$ cat config.mk
export PLATFORM = sky130hd
export DESIGN_NAME = ram_avalon_bridge
export DESIGN_NICKNAME = d
export VERILOG_FILES = /design/src/rtl/ram_avalon_bridge.sv
export SDC_FILE = /design/constraint.sdc
export NUM_CORES = 1
export LEC_CHECK = 0
export CAP_MARGIN = 20
export CORE_UTILIZATION = 41
export DETAILED_ROUTE_END_ITERATION = 7
export PLACE_DENSITY = 0.74
export SYNTH_ARGS = -nofsm -noshare
export SYNTH_HDL_FRONTEND = slang
export SYNTH_SLANG_ARGS = --single-unit
$ cat constraint.sdc
create_clock -name clk -period 1.6 [get_ports clk]
set_clock_uncertainty 0.15 [all_clocks]
set_input_delay 0.24 -clock clk [delete_from_list [all_inputs] [get_ports clk]]
set_output_delay 0.24 -clock clk [all_outputs]
set_load 0.1 [all_outputs]
$ cat src/rtl/ram_avalon_bridge.sv
// Avalon-MM slave giving word access to a 64x8 single-port RAM,
// plus a hardware sweep that fills the whole RAM with one value.
module ram_avalon_bridge #(
    parameter int ADDR_W = 6,
    parameter int DATA_W = 8
) (
    input  logic              clk,
    input  logic              reset,
    input  logic [ADDR_W-1:0] avs_address,
    input  logic              avs_read,
    input  logic              avs_write,
    input  logic [DATA_W-1:0] avs_writedata,
    output logic              avs_waitrequest,
    output logic [DATA_W-1:0] avs_readdata,
    output logic              avs_readdatavalid,
    input  logic              clear_start,
    input  logic [DATA_W-1:0] fill_value,
    output logic              busy,
    output logic              clear_done,
    output logic [ADDR_W-1:0] ram_addr,
    output logic              ram_we,
    output logic [DATA_W-1:0] ram_data,
    input  logic [DATA_W-1:0] ram_q
);

    typedef enum logic [2:0] {
        IDLE    = 3'd0,
        WR      = 3'd1,
        RD_ADDR = 3'd2,
        RD_DATA = 3'd3,
        CLEAR   = 3'd4
    } state_t;

    localparam logic [ADDR_W-1:0] LAST_ADDR = {ADDR_W{1'b1}};
    localparam logic [ADDR_W-1:0] ADDR_ONE  = {{(ADDR_W-1){1'b0}}, 1'b1};

    state_t            state_r, state_next_s;
    logic [ADDR_W-1:0] cnt_r, cnt_next_s;
    logic [DATA_W-1:0] fill_r, fill_next_s;
    logic [ADDR_W-1:0] ram_addr_r, ram_addr_next_s;
    logic              ram_we_r, ram_we_next_s;
    logic [DATA_W-1:0] ram_data_r, ram_data_next_s;
    logic [DATA_W-1:0] readdata_r, readdata_next_s;
    logic              rdvalid_r, rdvalid_next_s;
    logic              done_r, done_next_s;

    assign avs_waitrequest   = (state_r != IDLE) | clear_start | reset;
    assign busy              = (state_r != IDLE);
    assign avs_readdata      = readdata_r;
    assign avs_readdatavalid = rdvalid_r;
    assign clear_done        = done_r;
    assign ram_addr          = ram_addr_r;
    assign ram_we            = ram_we_r;
    assign ram_data          = ram_data_r;

    // State and registered outputs; reset abandons any read or sweep in flight
    always_ff @(posedge clk) begin
        if (reset) begin
            state_r    <= IDLE;
            cnt_r      <= '0;
            fill_r     <= '0;
            ram_addr_r <= '0;
            ram_we_r   <= 1'b0;
            ram_data_r <= '0;
            readdata_r <= '0;
            rdvalid_r  <= 1'b0;
            done_r     <= 1'b0;
        end else begin
            state_r    <= state_next_s;
            cnt_r      <= cnt_next_s;
            fill_r     <= fill_next_s;
            ram_addr_r <= ram_addr_next_s;
            ram_we_r   <= ram_we_next_s;
            ram_data_r <= ram_data_next_s;
            readdata_r <= readdata_next_s;
            rdvalid_r  <= rdvalid_next_s;
            done_r     <= done_next_s;
        end
    end

    // Next-state selection; in IDLE a clear beats a write, which beats a read
    always_comb begin
        state_next_s = state_r;
        case (state_r)
            IDLE: begin
                if (clear_start) begin
                    state_next_s = CLEAR;
                end else if (avs_write) begin
                    state_next_s = WR;
                end else if (avs_read) begin
                    state_next_s = RD_ADDR;
                end else begin
                    state_next_s = IDLE;
                end
            end
            WR:      state_next_s = IDLE;
            RD_ADDR: state_next_s = RD_DATA;
            RD_DATA: state_next_s = IDLE;
            CLEAR: begin
                if (cnt_r == LAST_ADDR) begin
                    state_next_s = IDLE;
                end else begin
                    state_next_s = CLEAR;
                end
            end
            default: state_next_s = IDLE;
        endcase
    end

    // Next values of the registered RAM-side and Avalon-side outputs
    always_comb begin
        cnt_next_s      = cnt_r;
        fill_next_s     = fill_r;
        ram_addr_next_s = ram_addr_r;
        ram_we_next_s   = 1'b0;
        ram_data_next_s = ram_data_r;
        readdata_next_s = readdata_r;
        rdvalid_next_s  = 1'b0;
        done_next_s     = 1'b0;
        case (state_r)
            IDLE: begin
                if (clear_start) begin
                    fill_next_s     = fill_value;
                    cnt_next_s      = '0;
                    ram_addr_next_s = '0;
                    ram_data_next_s = fill_value;
                    ram_we_next_s   = 1'b1;
                end else if (avs_write) begin
                    ram_addr_next_s = avs_address;
                    ram_data_next_s = avs_writedata;
                    ram_we_next_s   = 1'b1;
                end else if (avs_read) begin
                    ram_addr_next_s = avs_address;
                    ram_we_next_s   = 1'b0;
                end else begin
                    ram_we_next_s   = 1'b0;
                end
            end
            WR:      ram_we_next_s = 1'b0;
            RD_ADDR: ram_we_next_s = 1'b0;
            RD_DATA: begin
                readdata_next_s = ram_q;
                rdvalid_next_s  = 1'b1;
            end
            CLEAR: begin
                // The sweep counter mirrors the address presented this cycle
                if (cnt_r == LAST_ADDR) begin
                    done_next_s   = 1'b1;
                    ram_we_next_s = 1'b0;
                end else begin
                    cnt_next_s      = cnt_r + ADDR_ONE;
                    ram_addr_next_s = cnt_r + ADDR_ONE;
                    ram_data_next_s = fill_r;
                    ram_we_next_s   = 1'b1;
                end
            end
            default: ram_we_next_s = 1'b0;
        endcase
    end

endmodule

==> After elaboration in Yosys (flattened, before gate mapping) <==
Index checks and enable logic that the tools add are counted.
{ "word_totals": {"regBits": 42, "inputBits": 35, "out_inout_bits": 27} }
{ "op_classes": {"add_sub_neg": 1, "eq_ne": 8, "muxes": 22, "bitwise_logic": 3, "n_reduce_logical": 8} }
{ "ops": {"columns": ["op", "count"], "rows": [
  ["6-bit two-way mux", 5],
  ["8-bit two-way mux", 3],
  ["6-bit one-hot mux with 2 select lines", 2],
  ["8-bit one-hot mux with 2 select lines", 1],
  ["3-bit one-hot mux with 3 select lines", 1],
  ["3-bit AND reduction", 3],
  ["6-bit by 1-bit adder with 6-bit output (second input constant)", 1],
  ["3-bit by 2-bit == test with 1-bit output (second input constant)", 2],
  ["6-bit == test (second input constant)", 1],
  ["3-bit two-way mux", 2],
  ["1-bit two-way mux", 5],
  ["2-bit two-way mux", 2],
  ["2-bit inequality test (second input constant)", 2],
  ["4-bit inequality test (second input constant)", 1],
  ["3-bit == test (second input constant)", 1],
  ["3-bit logical NOT", 1],
  ["3-bit inequality test (second input constant)", 1],
  ["3-bit nonzero test", 1],
  ["1-bit OR", 2],
  ["1-bit one-hot mux with 2 select lines", 1],
  ["2-bit AND reduction", 1],
  ["2-bit nonzero test", 1],
  ["2-bit OR reduction", 1],
  ["1-bit NOT", 1]
]} }

==> Logic depth before layout (Yosys ltp) <==
Gate-level depths: netlist of the first run.
{ "depth": {"depth_word": 4, "ltp_mapped": 6, "depth_no_buf": 5} }

==> Least setup slack after synthesis of the first run <==
No wires, ideal clock.
{ "synth_path": {"kind": "register -> register", "from": "register state_r[2]", "to": "register fill_r[0]", "setup_ps": 132, "arrival_time_ps": 1899, "path_slack_ps": -581, "stages_incl_launch_ff": 7, "period_less_slack_ps": 2181, "cell_sequence": "dfxtp_1 > buf_4 > or3_1 > or2_2 > clkbuf_1 > nand2_1 > a21oi_1"} }
{ "synth_between": {"elab_chain_cells": 2} }
{ "synth_lines": {"columns": ["element", "line_no", "rtl"], "rows": [
  ["start: declaration", "37", "state_t state_r, state_next_s;"],
  ["start signal: assignment", "69", "state_r <= state_next_s;"],
  ["3-bit logical NOT", "120", "case (state_r)"],
  ["2-bit AND reduction (no line)", null, null],
  ["end signal: assignment", "71", "fill_r <= fill_next_s;"],
  ["end: declaration", "39", "logic [DATA_W-1:0] fill_r, fill_next_s;"]
]} }
No other way between the ends.
A chain may end at the register's enable or synchronous reset.

==> Worst setup path in the final report of the first run <==
{ "layout_path": {"from": "register state_r[1]", "to": "register ram_data_r[6], in the netlist ram_data[6]"} }
{ "layout_between": {"elab_chain_cells": 3} }
{ "layout_lines": {"columns": ["element", "line_no", "rtl"], "rows": [
  ["3-bit == test or 3-bit logical NOT (tied branches)", "120", null],
  ["2-bit inequality test (no line) (tied with other cells)", null, null],
  ["3-bit AND reduction (no line)", null, null],
  ["end signal: assignment", "74", "ram_data_r <= ram_data_next_s;"],
  ["end: declaration", "42", "logic [DATA_W-1:0] ram_data_r, ram_data_next_s;"]
]} }
Parallel ways exist; a longest one is shown, timed or not.

==> summary.txt, run 1 <==
Run status
  – Outcome: complete, but fails checks
  – Failing checks: negative setup slack

Synth
  – Number of distinct library cells after synthesis: 39
  – Syn Nets: between 200 and 250
  – Synthesis warning total: 0
  – Top post-synthesis cells by count: dfxtp_1, nand2_1, a21oi_1, mux2i_1, nor2_1
  – Yosys reg bits: 42
  – Post-synth ARST share: 0%
  – Synthesized cell area: 1860 µm²
  – Post-synthesis sequential area ratio: 45.2%
  – Avg Cell Area, Syn: just under 9 µm²
  – Area leader, netlist: dfxtp_1
  – Count leader, synth: dfxtp_1
  – Syn Inst Count: 213
  – Ys flop type: dfxtp_1
  – Post-synth EDFFs: 0
  – Post-synth top area share: between 40% and 50%
  – Synth top area cells: dfxtp_1, mux2i_1, nand2_1

Final layout
  – Area growth syn-to-layout: 86.4%
  – Fill cell count: approximately 270
  – Ant. Diodes: 0
  – Share of layout cells above drive strength 1: a little over two fifths
  – Final #Nets: between 300 and 400

Floorplan
  – Core Area: 4350 µm²
  – Die Ht: 69.4 µm
  – Site row count: 24
  – Initial core utilization: between 40% and 50%
  – Number of I/O pins: just over 60
  – Die Wd: 69.4 µm
  – DIE AREA: 4810 µm²

Global routing
  – Vias in the first global route: 1879
  – GRT Total Usage: ~22%
  – First-pass GRT wire length: 8530 µm
  – Grt ovf: 0
  – Antenna violations before repair: 0
  – Largest net degree at the start of global routing: 44

Power
  – Pwr dens: 899 nW/µm²
  – VDD IR max: 0.000682 V
  – Post-layout power: 0.00312 W
  – Total leakage power: 1.41 nW

Timing
  – Fin. Hold Viols: 0
  – Slew margin rel.: between 60% and 70%
  – Final Slew Violations: 0
  – PnR worst setup slack: -0.290 ns
  – Fmax: 0.529 GHz
  – Fin crit share: 118%
  – Slew @ Worst Pin: 0.512 ns
  – RSZ-0062 raised after global routing: true
  – Post-route minimum period: 1.89 ns
  – Hold Worst Slack: about 0.32 ns
  – Finish-stage setup viols: 30

Setup path
  – Slowest-stage cell, CP: or3b_4
  – CP cell instances: buf_4, buf_6, or3b_4, clkbuf_16, buf_8, nand2_2, o211ai_1, a21oi_1
  – Largest fanout on the critical path: 6
  – CP Launch Type: flip-flop
  – CP max stage delay: 0.49 ns
  – Arrival @ worst endpoint: 1.97 ns
  – Crit. End Element: flip-flop
  – Critical path class: reg -> reg
  – Worst path required time: about 1.7 ns

Place
  – Global placement routability congestion: approximately 0.81
  – DP Wirelength: 3540 µm
  – PortBufs: between 60 and 70

Detailed routing
  – First-iteration detailed-routing DRC count: 119
  – Wirelength, routed: 5630 µm
  – Wire per inst: 15.7 µm
  – Number of routed nets with antenna violations: 0
  – First-pass DRT Iterations: 4
  – DRC violations left: 0
  – Total number of vias: 1930
  – Vias per cell: 5.38

Clocking
  – Root buffer cell: clkbuf_8
  – TritonCTS clock tree: built
  – CTS sink cnt: 42
  – Worst-path clk slew: 0.08 ns
  – # H-tree levels: 2
  – Hold_buf cts: 0
  – Max Root-Sink Buffers: 2
  – Cts bufs inserted: 5
  – Clock Latency Late Sink: 0.29 ns

Flow run
  – Max_cap viols: 0

Worst hold path
  – Worst hold path class: reg -> reg
[layout by cell type (no fill, tap or decap), types with 2 or more instances in the layout]
master           instances
a211oi_2                 2
a21oi_1                 21
a21oi_2                  7
a311oi_2                 4
buf_12                  29
buf_4                   24
buf_6                   10
clkbuf_16                3
clkbuf_8                 5
clkdlybuf4s50_1         32
clkinv_2                 2
dfxtp_1                 38
dfxtp_2                  2
dfxtp_4                  2
mux2i_1                 17
nand2_1                 30
nand2_2                 10
nand3_1                  2
nand3_2                  2
nand3_4                  2
nand3b_1                 2
nor2_1                  13
nor2_4                   3
nor4_1                   3
o211ai_1                 9
or2_4                    3
or3_4                    2
xnor2_1                  2
[metrics by stage]
step | instances | setup WS [ns] | utilization [%] | TNS, ns | instance area [µm²]
5_1_grt | 359 | -0.337 | 79.7 | -5.55 | 3470
6_report | 359 | -0.290 | 79.7 | -4.11 | 3470
4_1_cts | 350 | -0.281 | 73.2 | -0.652 | 3190
3_3_place_gp | 339 | -0.376 | 68.4 | -5.71 | 2980
2_1_floorplan | 213 | -0.162 | - | -1.85 | 1910
3_5_place_dp | 339 | -0.468 | 68.4 | -6.74 | 2980
[per-layer routing]
| layer | up-vias | track usage [%] | part of all wire [%] |
|---|---|---|---|
| li1 | 939 | - | - |
| met1 | 908 | 24.5 | 41 |
| met2 | 69 | 39.6 | 51 |
| met3 | 14 | 7.41 | 5.5 |
| met4 | 0 | 8.39 | 2.9 |
| met5 | - | 0 | 0 |
[power breakdown]
group	internal (W)	leakage (nW)	switching [W]	total, W
Clock	0.000397	0.0561	0.000378	0.000775
Sequential	0.00111	0.346	0.0000664	0.00118
Combinational	0.000519	1.01	0.000651	0.00117
Total	0.00202	1.41	0.00110	0.00312
[logic make-up (layout without fill, tap and decap cells)]
group | Yosys count | count (layout) | share of synthesized area (%)
xor+xnor | 3 | 3 | 1.41
flops | 42 | 42 | 45.2
fa+ha+maj | 1 | 1 | 0.672
buf+inv | 15 | 109 | 3.76
mux | 17 | 17 | 9.14
simple gates | 81 | 81 | 19.5
compound gates | 54 | 54 | 20.4
[flip-flops by register name (all words and copies together) (netlist names)]
register and count:
cnt_r 6, ram_addr 6, ram_we 1, fill_r 8, avs_readdatavalid 1, avs_readdata 8, state_r 3, ram_data 8
clear_done 1
[worst max-delay path: cells and delay by family (launching register included)]
family                 cells  cell delay (ns)
buffers and inverters      4             0.57
AND/OR/NAND/NOR            2             0.54
flip-flops                 1             0.35
AO/OA/AOI/OAI              2             0.22
[final timing paths]
kind	startpoint	endpoint	slack (ns)	cells after the start
max	state_r[1]$_SDFF_PP0_	ram_data[6]$_SDFFE_PP0P_	-0.29	8
min	fill_r[6]$_SDFFE_PP0P_	fill_r[6]$_SDFFE_PP0P_	0.32	2
max reg2reg	state_r[1]$_SDFF_PP0_	ram_data[6]$_SDFFE_PP0P_	-0.29	8
min reg2reg	fill_r[6]$_SDFFE_PP0P_	fill_r[6]$_SDFFE_PP0P_	0.32	2
[final cells by class]
cell class / instances / area (µm²) / share of cell area (%)
Inverter: 1 / 3.75 / 0.108
Clock buffer: 6 / 93.8 / 2.70
Clock inverter: 2 / 10.0 / 0.288
Tap cell: 52 / 65.1 / 1.88
Timing Repair Buffer: 100 / 1270 / 36.7
Sequential cell: 42 / 851 / 24.5
Multi-Input combinational cell: 156 / 1170 / 33.8
[what timing repair did]
item / in CTS / in global routing
endpoints found under the setup margin: 32 / 30
pin swaps: 5 / 15
cloned: 0 / 2
buffers inserted: 3 / 7
resized for setup: 22 / 45
Power figures use the tool's default switching activity.
==> run 2, diff against run 1 <==
--- a/config.mk
+++ b/config.mk
@@ -9,6 +9,7 @@
 export CORE_UTILIZATION = 41
 export DETAILED_ROUTE_END_ITERATION = 7
 export PLACE_DENSITY = 0.74
+export SKIP_LAST_GASP = 1
 export SYNTH_ARGS = -nofsm -noshare
 export SYNTH_HDL_FRONTEND = slang
 export SYNTH_SLANG_ARGS = --single-unit
==> summary.txt, run 2 (same netlist as run 1, synthesis figures left out) <==
Detailed routing
  – First-iteration detailed-routing DRC count: about 140
  – Wire per inst: 15.8 µm
  – Total number of vias: 1916
  – Vias per cell: 5.37
  – Number of routed nets with antenna violations: 0
  – First-pass DRT Iterations: 4
  – Wirelength, routed: 5630 µm
  – DRC violations left: 0

Clocking
  – CTS sink cnt: 42
  – Cts bufs inserted: 5
  – # H-tree levels: 2
  – Root buffer cell: clkbuf_8
  – Clock Latency Late Sink: approximately 0.30 ns
  – Hold_buf cts: 0
  – TritonCTS clock tree: built
  – Max Root-Sink Buffers: 2
  – Worst-path clk slew: 0.08 ns

Power
  – Total leakage power: 1.39 nW
  – Pwr dens: between 900 and 1000 nW/µm²
  – VDD IR max: 0.000683 V

Final layout
  – Area growth syn-to-layout: 84.1%
  – Ant. Diodes: 0
  – Fill cell count: 269
  – Share of layout cells above drive strength 1: 40.3%
  – Commonest non-fill, non-tap cell in the layout: dfxtp_1
  – Post-layout util: between 70% and 80%
  – Most frequent cells in the layout: dfxtp_1, nand2_1, clkdlybuf4s50_1, buf_12, a21oi_1
  – Final #Nets: 340

Timing
  – Final Slew Violations: 0
  – PnR worst setup slack: -0.277 ns
  – Fin crit share: 117%
  – Fin. Hold Viols: 0
  – Fmax: 0.533 GHz
  – Slew @ Worst Pin: 0.497 ns
  – Finish-stage setup viols: 29
  – RSZ-0062 raised after global routing: true
  – Slew margin rel.: 66.9%
  – Post-route minimum period: ~1.9 ns

Worst hold path
  – Worst hold path class: reg -> reg

Setup path
  – CP Launch Type: flip-flop
  – CP cell instances: or2_4, or4_4, buf_12
  – CP max stage delay: about 0.43 ns
  – Slowest-stage cell, CP: or4_4
  – Critical path class: reg -> out
  – Worst path required time: 1.21 ns
  – Largest fanout on the critical path: 3
  – Crit. End Element: output pin
  – Arrival @ worst endpoint: 1.49 ns

Place
  – PortBufs: 61
  – Pre-CTS setup slack: -0.468 ns
  – DP Wirelength: between 3000 and 4000 µm
  – Global placement routability congestion: 0.805

Global routing
  – GRT Total Usage: 22.1%
  – First-pass GRT wire length: ~8500 µm
  – Antenna violations before repair: 0
  – Vias in the first global route: 1885
  – Largest net degree at the start of global routing: between 40 and 50
  – Grt ovf: 0

Floorplan
  – Initial core utilization: 42.8%
  – Core Area: 4350 µm²
  – Site row count: 24
  – DIE AREA: just under 5000 µm²
  – Die Ht: about 70 µm
  – Die Wd: 69.4 µm
  – Number of I/O pins: 62

Run status
  – Failing checks: negative setup slack
  – Outcome: complete, but fails checks

Flow run
  – Max_cap viols: 0
==> run 2: changes by cell type in the layout (fill, tap and decap cells not counted), moves of 2 or more <==
| cell | delta |
|---|---|
| a21oi_2 | -2 |
| nand2_2 | -4 |
| nand2_1 | +5 |
| a21oi_1 | +3 |
==> run 2: layout make-up <==
type	instances	area (µm²)	area share (%)
clock inverters	2	10.0	0.292
repair buffers	98	1240	36.2
clock buffers	6	93.8	2.74
well taps	52	65.1	1.90
multi-input cells	156	1160	33.9
inverters	1	3.75	0.110
flip-flops and latches	42	852	24.9
==> run 2: where the power goes <==
group          switching [W]  total (W)  internal (W)  leakage [nW]
Combinational       0.000642    0.00114      0.000499         0.985
Clock               0.000381   0.000778      0.000397        0.0561
Sequential         0.0000651    0.00117       0.00111         0.346
==> run 2: repair_timing <==
action,CTS,global route
endpoints found under the setup margin,32,31
gates cloned,0,3
gates resized for setup,20,39
setup buffers,3,4
pin swaps,5,18
==> run 2: critical path: cells and delay by family, from the launching register on <==
| kind | cells | cell delay [ns] |
|---|---|---|
| AND/OR/NAND/NOR | 2 | 0.66 |
| flip-flops | 1 | 0.35 |
| buffers and inverters | 1 | 0.18 |
==> run 2: path summary, 6_finish.rpt <==
check | startpoint | endpoint | slack, ns | depth (start not counted)
max | state_r[1]$_SDFF_PP0_ | avs_waitrequest | -0.28 | 3
min | fill_r[0]$_SDFFE_PP0P_ | fill_r[0]$_SDFFE_PP0P_ | 0.31 | 2
max reg2reg | state_r[2]$_SDFF_PP0_ | ram_addr[3]$_SDFFE_PP0P_ | -0.21 | 5
min reg2reg | fill_r[0]$_SDFFE_PP0P_ | fill_r[0]$_SDFFE_PP0P_ | 0.31 | 2
==> run 2: metrics by stage <==
step | total power (W) | TNS [ns] | instance area [µm²] | hold WS (ns) | instances
2_1_floorplan | 0.00178 | -1.85 | 1910 | 0.230 | 213
3_3_place_gp | 0.00218 | -5.71 | 2980 | 0.298 | 339
3_5_place_dp | 0.00220 | -6.74 | 2980 | 0.304 | 339
4_1_cts | 0.00300 | -0.864 | 3180 | 0.317 | 350
5_1_grt | 0.00320 | -5.15 | 3430 | 0.323 | 357
6_report | 0.00309 | -3.79 | 3430 | 0.307 | 357
==> run 2: per-layer routing <==
layer / global-route usage [%] / share of wire, %
met3: 7.41 / 5.8
met5: 0 / 0
met4: 8.39 / 2.0
met2: 39.3 / 53
met1: 24.1 / 39
==> run 3, diff against run 2 <==
==> constraint.sdc (replaced) <==
create_clock -name clk -period 1.6 [get_ports clk]
set_clock_uncertainty 0.15 [all_clocks]
set_input_delay 0.16 -clock clk [delete_from_list [all_inputs] [get_ports clk]]
set_output_delay 0.16 -clock clk [all_outputs]
set_load 0.1 [all_outputs]
==> summary.txt, run 3 (same netlist as run 1, synthesis figures left out) <==
Timing
  – Slew margin rel.: 72.9%
  – Setup_tns: -2.86 ns
  – Finish-stage setup viols: 29
  – Fin crit share: 117%
  – Final Slew Violations: 0
  – Fin. Hold Viols: 0
  – RSZ-0062 raised after global routing: true
  – Slew @ Worst Pin: 0.407 ns
  – Post-route minimum period: 1.87 ns
  – Fmax: 0.534 GHz
  – PnR worst setup slack: -0.271 ns

Setup path
  – Crit. End Element: output pin
  – Worst Setup SP: state_r[2]$_SDFF_PP0_
  – CP Launch Type: flip-flop
  – Reg2Reg Setup Slack: -0.19 ns
  – Reg2reg end: ram_data[5]$_SDFFE_PP0P_
  – Worst path required time: 1.29 ns
  – Reg2Reg Launch Point: state_r[1]$_SDFF_PP0_
  – Arrival @ worst endpoint: roughly 1.6 ns
  – Reg2Reg Depth: 6
  – Critical path class: reg -> out
  – Largest fanout on the critical path: 6
  – Setup crit end: avs_waitrequest

Run status
  – Failing checks: negative setup slack
  – Outcome: complete, but fails checks

Detailed routing
  – Wire per inst: 16.5 µm
  – Total number of vias: just under 2k
  – Number of routed nets with antenna violations: 0
  – First-iteration detailed-routing DRC count: 80
  – First-pass DRT Iterations: 4
  – Vias per cell: 5.50
  – Wirelength, routed: 5940 µm
  – DRC violations left: 0

Place
  – DP Wirelength: 3480 µm
  – PortBufs: 61
  – Global placement routability congestion: about 0.8

Clocking
  – Hold_buf cts: 0
  – Cts bufs inserted: 5
  – Worst-path clk slew: 0.07 ns
  – Max Root-Sink Buffers: 2
  – Clock Latency Late Sink: 0.29 ns
  – Root buffer cell: clkbuf_8
  – CTS sink cnt: 42
  – TritonCTS clock tree: built
  – # H-tree levels: 2

Final layout
  – Ant. Diodes: 0
  – Most frequent cells in the layout: dfxtp_1, clkdlybuf4s50_1, buf_4, buf_12, nand2_1
  – Area growth syn-to-layout: 88.4%
  – Share of layout cells above drive strength 1: roughly 44%
  – Final #Nets: around 350
  – Post-layout util: between 80% and 90%
  – Commonest non-fill, non-tap cell in the layout: dfxtp_1

Global routing
  – Antenna violations before repair: 0
  – GRT Total Usage: between 20 and 25%
  – Vias in the first global route: about 1.9k
  – First-pass GRT wire length: 8220 µm
  – Grt ovf: 0
  – Largest net degree at the start of global routing: 34

Floorplan
  – Die Ht: 69.4 µm
  – Site row count: 24
  – Number of I/O pins: 62
  – Die Wd: 69.4 µm
  – Initial core utilization: 42.8%
  – Core Area: between 4000 and 5000 µm²
  – DIE AREA: roughly 4800 µm²

Flow run
  – Max_cap viols: 0

Worst hold path
  – Hold Path Stages: 3
  – Worst hold path class: in -> reg

Power
  – Pwr dens: between 800 and 900 nW/µm²
  – Total leakage power: 1.41 nW
  – VDD IR max: 0.000533 V
run 3: changes by cell type in the layout (fill, tap and decap cells not counted), moves of 3 or more:
| cell | previous run | this run |
|---|---|---|
| a21oi_1 | 24 | 13 |
| nand2_1 | 35 | 26 |
| nand2_2 | 6 | 14 |
| a21oi_4 | 0 | 6 |
| buf_4 | 23 | 29 |
| a21oi_2 | 5 | 10 |
| nand3_1 | 1 | 4 |
| nand3_2 | 3 | 0 |
run 3: metal layers:
metal,track usage [%],vias up,part of all wire [%]
li1,-,944,-
met1,24.2,951,39
met2,37.9,70,52
met3,5.09,19,5.4
met4,10.4,0,2.8
met5,0,-,0
run 3: how the worst min path moves through the flow:
stage | from | to
after floorplan | fill_value[0] | fill_r[0]$_SDFFE_PP0P_
after global placement | fill_r[4]$_SDFFE_PP0P_ | fill_r[4]$_SDFFE_PP0P_
after detailed placement | fill_r[4]$_SDFFE_PP0P_ | fill_r[4]$_SDFFE_PP0P_
after CTS | fill_value[4] | fill_r[4]$_SDFFE_PP0P_
after global routing | fill_value[1] | fill_r[1]$_SDFFE_PP0P_
final | fill_value[4] | fill_r[4]$_SDFFE_PP0P_
run 3: layout make-up:
class | count | area, µm²
repair buffers | 104 | 1310
multi-input cells | 156 | 1200
flip-flops and latches | 42 | 850
fillers | 254 | 846
clock buffers | 6 | 82.6
well taps | 52 | 65.1
inverters | 1 | 3.75
run 3: metrics by stage:
step	hold slack (ns)	instance area, µm²	power (W)	setup WS (ns)	instances
2_1_floorplan	0.146	1900	0.00178	-0.173	213
3_3_place_gp	0.291	3010	0.00220	-0.232	342
3_5_place_dp	0.297	3010	0.00221	-0.293	342
4_1_cts	0.292	3150	0.00289	-0.259	350
5_1_grt	0.313	3510	0.00316	-0.290	361
6_report	0.305	3510	0.00305	-0.271	361
run 3: power by group:
| group | leakage (nW) | total [W] | switching [W] | internal [W] |
|---|---|---|---|---|
| sequential | 0.346 | 0.00119 | 0.0000741 | 0.00111 |
| clock | 0.0431 | 0.000670 | 0.000338 | 0.000333 |
| combinational | 1.02 | 0.00119 | 0.000665 | 0.000525 |
run 3: worst max-delay path, stage by stage, from the launching register on:
cell,delay [ns]
dfxtp_4,0.36
buf_4,0.17
or4_4,0.56
buf_12,0.18
run 3: timing repair:
item,in CTS,in global routing
cloned,0,3
gates resized for setup,15,59
endpoints found under the hold margin,0,0
pin swaps,1,35
setup endpoints to repair,9,31
buffers inserted,3,8
